**src/rtl/fdd_arb_pkg.sv**
```systemverilog
// Shared types and constants for the floppy-to-SD sector request arbiter.
package fdd_arb_pkg;

  localparam int NCLI          = 2;
  localparam int LBA_W_DEFAULT = 32;

  typedef enum logic [1:0] {
    IDLE,
    REQ,
    XFER,
    DONE
  } arb_state_e;

endpackage

```
**src/rtl/fdd_rr_pick.sv**
```systemverilog
// Combinational round-robin picker for the two floppy clients.
module fdd_rr_pick
  import fdd_arb_pkg::*;
(
  input  logic [NCLI-1:0] req,
  input  logic            last,
  output logic            valid,
  output logic            win
);

  // On a tie the client that was not served last wins.
  always_comb begin
    valid = |req;
    win   = 1'b0;
    if (req[0] && req[1]) begin
      win = ~last;
    end else if (req[1]) begin
      win = 1'b1;
    end
  end

endmodule

```
**src/rtl/fdd_sd_arbiter.sv**
```systemverilog
// Two-client SD sector arbiter: latches the winner's request and forwards the host handshake.
// Optional host-ack watchdog enabled by defining FDD_ARB_TIMEOUT_EN.
module fdd_sd_arbiter
  import fdd_arb_pkg::*;
#(
  parameter int          LBA_W          = LBA_W_DEFAULT,
  parameter logic [23:0] TIMEOUT_CYCLES = 24'd16_000_000
) (
  input  logic             clk,
  input  logic             reset,
  input  logic [LBA_W-1:0] c0_lba,
  input  logic             c0_rd,
  input  logic             c0_wr,
  output logic             c0_ack,
  output logic             c0_buff_wr,
  input  logic [7:0]       c0_buff_din,
  input  logic [LBA_W-1:0] c1_lba,
  input  logic             c1_rd,
  input  logic             c1_wr,
  output logic             c1_ack,
  output logic             c1_buff_wr,
  input  logic [7:0]       c1_buff_din,
  output logic [LBA_W-1:0] sd_lba,
  output logic             sd_rd,
  output logic             sd_wr,
  input  logic             sd_ack,
  input  logic             sd_buff_wr,
  output logic [7:0]       sd_buff_din,
  output logic             grant,
  output logic             busy,
  output logic             err
);

  arb_state_e       state_q, state_d;
  logic [LBA_W-1:0] sd_lba_q, sd_lba_d;
  logic             op_wr_q, op_wr_d;
  logic             grant_q, grant_d;
  logic             sd_rd_q, sd_rd_d;
  logic             sd_wr_q, sd_wr_d;
  logic             pick_valid;
  logic             pick_win;
  logic             in_xfer;

`ifdef FDD_ARB_TIMEOUT_EN
  logic [23:0]      cnt_q, cnt_d;
  logic             err_q, err_d;
`endif

  fdd_rr_pick u_pick (
    .req   ({c1_rd | c1_wr, c0_rd | c0_wr}),
    .last  (grant_q),
    .valid (pick_valid),
    .win   (pick_win)
  );

  always_comb begin
    state_d  = state_q;
    sd_lba_d = sd_lba_q;
    op_wr_d  = op_wr_q;
    grant_d  = grant_q;
    sd_rd_d  = 1'b0;
    sd_wr_d  = 1'b0;
`ifdef FDD_ARB_TIMEOUT_EN
    cnt_d    = cnt_q;
    err_d    = 1'b0;
`endif
    case (state_q)
      IDLE: begin
        if (pick_valid) begin
          grant_d  = pick_win;
          sd_lba_d = pick_win ? c1_lba : c0_lba;
          op_wr_d  = pick_win ? c1_wr : c0_wr;
          state_d  = REQ;
`ifdef FDD_ARB_TIMEOUT_EN
          cnt_d    = 24'd0;
`endif
        end
      end
      REQ: begin
        // Ack is examined first so an ack on the watchdog's last cycle still wins.
        if (sd_ack) begin
          state_d = XFER;
`ifdef FDD_ARB_TIMEOUT_EN
        end else if (cnt_q == TIMEOUT_CYCLES - 24'd1) begin
          err_d   = 1'b1;
          state_d = DONE;
        end else begin
          cnt_d   = cnt_q + 24'd1;
          sd_rd_d = ~op_wr_q;
          sd_wr_d = op_wr_q;
`else
        end else begin
          sd_rd_d = ~op_wr_q;
          sd_wr_d = op_wr_q;
`endif
        end
      end
      XFER: begin
        if (!sd_ack) begin
          state_d = DONE;
        end
      end
      DONE: begin
        state_d = IDLE;
      end
      default: begin
        state_d = IDLE;
      end
    endcase
  end

  always_ff @(posedge clk or posedge reset) begin
    if (reset) begin
      state_q  <= IDLE;
      sd_lba_q <= '0;
      op_wr_q  <= 1'b0;
      grant_q  <= 1'b1;
      sd_rd_q  <= 1'b0;
      sd_wr_q  <= 1'b0;
    end else begin
      state_q  <= state_d;
      sd_lba_q <= sd_lba_d;
      op_wr_q  <= op_wr_d;
      grant_q  <= grant_d;
      sd_rd_q  <= sd_rd_d;
      sd_wr_q  <= sd_wr_d;
    end
  end

`ifdef FDD_ARB_TIMEOUT_EN
  always_ff @(posedge clk or posedge reset) begin
    if (reset) begin
      cnt_q <= 24'd0;
      err_q <= 1'b0;
    end else begin
      cnt_q <= cnt_d;
      err_q <= err_d;
    end
  end

  assign err = err_q;
`else
  assign err = 1'b0;
`endif

  // Forwarding is combinational so the host's byte strobes stay aligned with the client buffer.
  assign in_xfer     = (state_q == XFER);
  assign c0_ack      = in_xfer & ~grant_q & sd_ack;
  assign c1_ack      = in_xfer & grant_q & sd_ack;
  assign c0_buff_wr  = in_xfer & ~grant_q & sd_buff_wr;
  assign c1_buff_wr  = in_xfer & grant_q & sd_buff_wr;
  assign sd_buff_din = grant_q ? c1_buff_din : c0_buff_din;

  assign sd_lba = sd_lba_q;
  assign sd_rd  = sd_rd_q;
  assign sd_wr  = sd_wr_q;
  assign grant  = grant_q;
  assign busy   = (state_q != IDLE);

endmodule

```
**config.mk**
```make
export PLATFORM = sky130hd
export DESIGN_NAME = fdd_sd_arbiter
export DESIGN_NICKNAME = d
export VERILOG_FILES = /design/src/rtl/fdd_arb_pkg.sv /design/src/rtl/fdd_rr_pick.sv /design/src/rtl/fdd_sd_arbiter.sv
export SDC_FILE = /design/constraint.sdc
export NUM_CORES = 1
export LEC_CHECK = 0
export BUFFER_PORTS_ARGS = -buffer_cell sky130_fd_sc_hd__buf_2
export CORE_MARGIN = 10
export CORE_UTILIZATION = 40
export DETAILED_ROUTE_END_ITERATION = 8
export MAX_ROUTING_LAYER = met4
export PLACE_DENSITY = 0.87
export SLEW_MARGIN = 20
export SYNTH_ARGS = -nofsm -noshare
export SYNTH_HDL_FRONTEND = slang
export SYNTH_SLANG_ARGS = --single-unit
```
**constraint.sdc**
```tcl
create_clock -name clk -period 3.2 [get_ports clk]
set_input_delay 0.64 -clock clk [delete_from_list [all_inputs] [get_ports clk]]
set_output_delay 0.64 -clock clk [all_outputs]
set_load 0.01 [all_outputs]
```
After elaboration in Yosys (flattened, before gate mapping). Index checks and enable logic that the tools add are counted. Widths: inputs -> output; s select.

Eq/ne operators: 6. Mux-type cells: 13. Bitwise logic cells: 10. Reduce and logical (&&, ||, !) cells: 6.

Operators with widths (count): $mux 32 (1); $mux 8 (1); $pmux 2 s4 (1); $mux 1 (7); $and 1x1->1 (6); $mux 2 (3); $ne 2x2->1 const B (3); $eq 2x2->1 const B (2); $reduce_and 3->1 (1); $eq 2x1->1 const B (1); $logic_not 2->1 (1); $not 1->1 (2); $or 1x1->1 (2); $reduce_and 2->1 (1); $reduce_bool 2->1 (1); $reduce_or 2->1 (1); $logic_and 1x1->1 (1).

Flip-flop bits (word level): 38. Input bits: 88. Output and inout port bits: 49. Logic and storage cells: 41.

Logic depth before layout (Yosys ltp).
Depth in word-level cells: 4. Mapped depth: 6. Depth with buffers taken out: 5.

By module. A second synthesis with hierarchy kept.

Cell total of the unflattened synthesis: 188. Area, all modules: 1981.9 um^2.

Modules (own cells, without submodules): fdd_sd_arbiter (times used 1, cells an instance 186, area an instance 1968.1 um^2, sequential area each 952.2 um^2); fdd_rr_pick (times used 1, cells an instance 2, area an instance 13.8 um^2, sequential area each 0.0 um^2).

Worst setup path before layout. Ideal clock, no wire load.

Kind: reg-to-output. From: register grant_q (netlist: grant). To: output port sd_buff_din[1]. Arrival time: 1.385 ns. Required time: 2.560 ns. Slack: 1.175 ns. Stages on the path, launching flop included: 4. Buffers on the path: 2. Cells stage by stage: dfstp_2 -> buf_2 -> buf_1 -> mux2_2.

Word-level cells in the longest chain between the ends: 1.

Ends and longest elaborated chain: from (decl) (RTL line fdd_sd_arbiter.sv:37) `logic grant_q, grant_d;`; from (signal assigned) (RTL line fdd_sd_arbiter.sv:124) `grant_q <= grant_d;`; $mux 8 (RTL line fdd_sd_arbiter.sv:152) `assign sd_buff_din = grant_q ? c1_buff_din : c0_buff_din;`; to (decl) (RTL line fdd_sd_arbiter.sv:28) `output logic [7:0] sd_buff_din,`.

Every way passes these cells.

Worst setup path in the final report.
From: register grant_q (netlist: grant). To: output port sd_buff_din[6].

The elaborated chain is that of the path after synthesis.

==> flow_metrics.tcl <==
set metrics [dict create \
    cts_tree "done" \
    timing.final.crit_share 0.687 \
    period_minus_slack_ps 2200 \
    grt_pass1_vias 2345 \
    yosys.cell_types.count 29 \
    coreArea_mm2 0.00511 \
    die_w_um 92.6 \
    grt_max_degree 33 \
    clock_path_buffers 2 \
    io_buffers 135 \
    drive_gt1_frac 0.452 \
    cts_buffers 5 \
    wl_per_cell_um 16.9 \
    overflow 0 \
    die_h_um 92.6 \
    yosys_warnings 0 \
    n_antenna_cell 0 \
    globalplace.congestion 0.792 \
    peakVddDrop_mv 0.360 \
    synth_ff_type "dfrtp_1" \
    synth_fp_nets 327 \
    nets 453 \
    worstMarginPinSlew_ps 916 \
    max_cap_viol_count 0 \
    rsz0062_at_grt "no" \
    track_usage 0.169 \
    synth.avg_cell_area_um2 8.96 \
    clkSlewWorstSetupHoldPaths_ps 70 \
    mostFrequentLayoutCells "buf_2 (135), dfrtp_1 (37), nor2_1 (36)" \
    ios 137 \
    dieArea_mm2 0.00857 \
    wirelength_mm 7.30 \
    internal-power_mw 1.56 \
    required_ps 2560 \
    fin_skew_ps 7.07 \
    start_util 0.412 \
    drcViolationCount 0 \
    power_density_mw_per_mm2 923 \
    drt_first_iter_violations 179 \
    slowest_stage "dfstp_2" \
    drv_slew 0 \
    htreeDepth 2 \
    ys_ff_latch 38 \
    cp-start-kind "flop" \
    crit_chain "mux2_2 -> buf_2" \
    setup_tns_ps 0 \
    clkPwrFrac 0.156 \
    vias_per_cell 5.23 \
    dr.pass1.iters 4 \
    power_frac_comb 0.516 \
    cts_hold_buf 0 \
    clkLatencyLatePin_ps 280 \
    sw_frac_of_total 0.415 \
    setup_viol 0 \
    finalHoldViolCount 0 \
    yosysSeqAreaShare 0.452 \
    clkSinkCount 38 \
    postCtsSetupBuffers 0 \
    design_power_total_mw 2.66 \
    crit_path_max_fanout 18 \
    antenna_found_initial 0 \
    rows 26 \
    p_leak_nw 1.39 \
    place_hpwl_mm 5.47 \
    syn-cell-area_mm2 0.00211 \
    arrival_ps 1560 \
    path_class "flop to primary output" \
    final_common_cell "buf_2" \
    grt_pass1_wl_mm 11.7 \
    fillers 488 \
    ctsResizeCount 0 \
    switchingPower_mw 1.10 \
    seq_power_share 0.329 \
    antenna_left 0 \
    slew_headroom 0.389 \
    crit_path_end_kind "primary output" \
    synth_edf_count 0 \
    max_freq_ghz 0.455 \
    status "complete, no violations" \
    vias 2253 \
    root_buffer "clkbuf_8" \
    max_stage_delay_ps 750 \
    syn_inst 235 \
    ys_async_sr_fraction 1.00 \
    hold_path.class "flop to flop" \
    area_growth_pct 36.8 \
]
-- Yosys cell counts (4+ instances only) --
cell type  count  area, um2
nor2_1        37        139
mux2_2         9        101
clkbuf_1      10       37.5
buf_6          9        101
nand2_1        5       18.8
ha_1           4       50.1
dfrtp_1       37        926
a31oi_1       32        200
a21oi_1       34        170
o21ai_0       32        160
inv_1          4       15.0
-- kinds of logic (layout without fill, tap and decap cells) --
kind of cell / after synthesis / count (layout) / share of synthesized area
AOI/OAI and AO/OA: 106 / 106 / 0.292
adders and majority gates: 4 / 4 / 0.0238
buffers and inverters: 27 / 153 / 0.0832
DFF: 38 / 38 / 0.452
muxes: 9 / 9 / 0.0481
other: 1 / 1 / 0.00178
and+or+nand+nor: 50 / 50 / 0.0992
-- power groups by stage --
stage                     sequential (mW)  combinational, mW  clock (mW)
after floorplan                     0.956              0.842           0
final                               0.875               1.37       0.414
after global routing                0.908               1.54       0.453
after global placement              0.875               1.35           0
after detailed placement            0.879               1.39           0
after CTS                           0.876               1.39       0.425
-- critical path, delay by kind of cell, from the launching register on --
family	cells	cell delay (ps)
flip-flops	1	750
multiplexers	1	380
buffers and inverters	1	140
-- state kept, by name, summed over array words and instances (netlist names) --
| name | flops |
|---|---|
| grant | 1 |
| op_wr_q | 1 |
| sd_lba | 32 |
| sd_rd | 1 |
| sd_wr | 1 |
| state_q | 2 |
-- path summary, 6_finish.rpt --
kind                       depth (start not counted)                 from                     end  slack, ps
max in group asynchronous                          3                reset  sd_lba[16]$_DFFE_PP0P_       1890
min reg2reg                                        1  op_wr_q$_DFFE_PP0P_         sd_rd$_DFF_PP0_        450
min                                                1  op_wr_q$_DFFE_PP0P_         sd_rd$_DFF_PP0_        450
max                                                2    grant$_DFFE_PP1P_          sd_buff_din[6]       1000
max reg2reg                                        4    grant$_DFFE_PP1P_   sd_lba[5]$_DFFE_PP0P_       1300
min in group asynchronous                          2                reset  sd_lba[15]$_DFFE_PP0P_        550
-- layer usage --
layer,vias up,track usage,part of all wire
li1,1096,-,-
met5,-,-,0
met1,1063,0.195,0.42
met3,6,0.0533,0.079
met2,88,0.279,0.49
met4,0,0.0424,0.010
-- cell type report --
| class | count | area (um2) | share of cell area |
|---|---|---|---|
| inverter | 4 | 15.0 | 0.00521 |
| sequential | 38 | 952 | 0.331 |
| timing repair buffer | 142 | 728 | 0.253 |
| clock inverter | 1 | 30.0 | 0.0104 |
| multi-input combinational | 170 | 985 | 0.342 |
| clock buffer | 6 | 82.6 | 0.0287 |
| tap | 70 | 87.6 | 0.0304 |
-- metrics by stage --
| stage | util | cell area, um2 | instances | hold WS [ps] | worst slack, ps |
|---|---|---|---|---|---|
| after floorplan | - | 2110 | 235 | 416 | 1170 |
| after global placement | 0.542 | 2770 | 424 | 431 | 1180 |
| after detailed placement | 0.542 | 2770 | 424 | 448 | 1130 |
| after CTS | 0.564 | 2880 | 431 | 457 | 988 |
| after global routing | 0.564 | 2880 | 431 | 493 | 937 |
| final | 0.564 | 2880 | 431 | 454 | 1000 |
No activity file was read; power rests on OpenSTA's default activity.
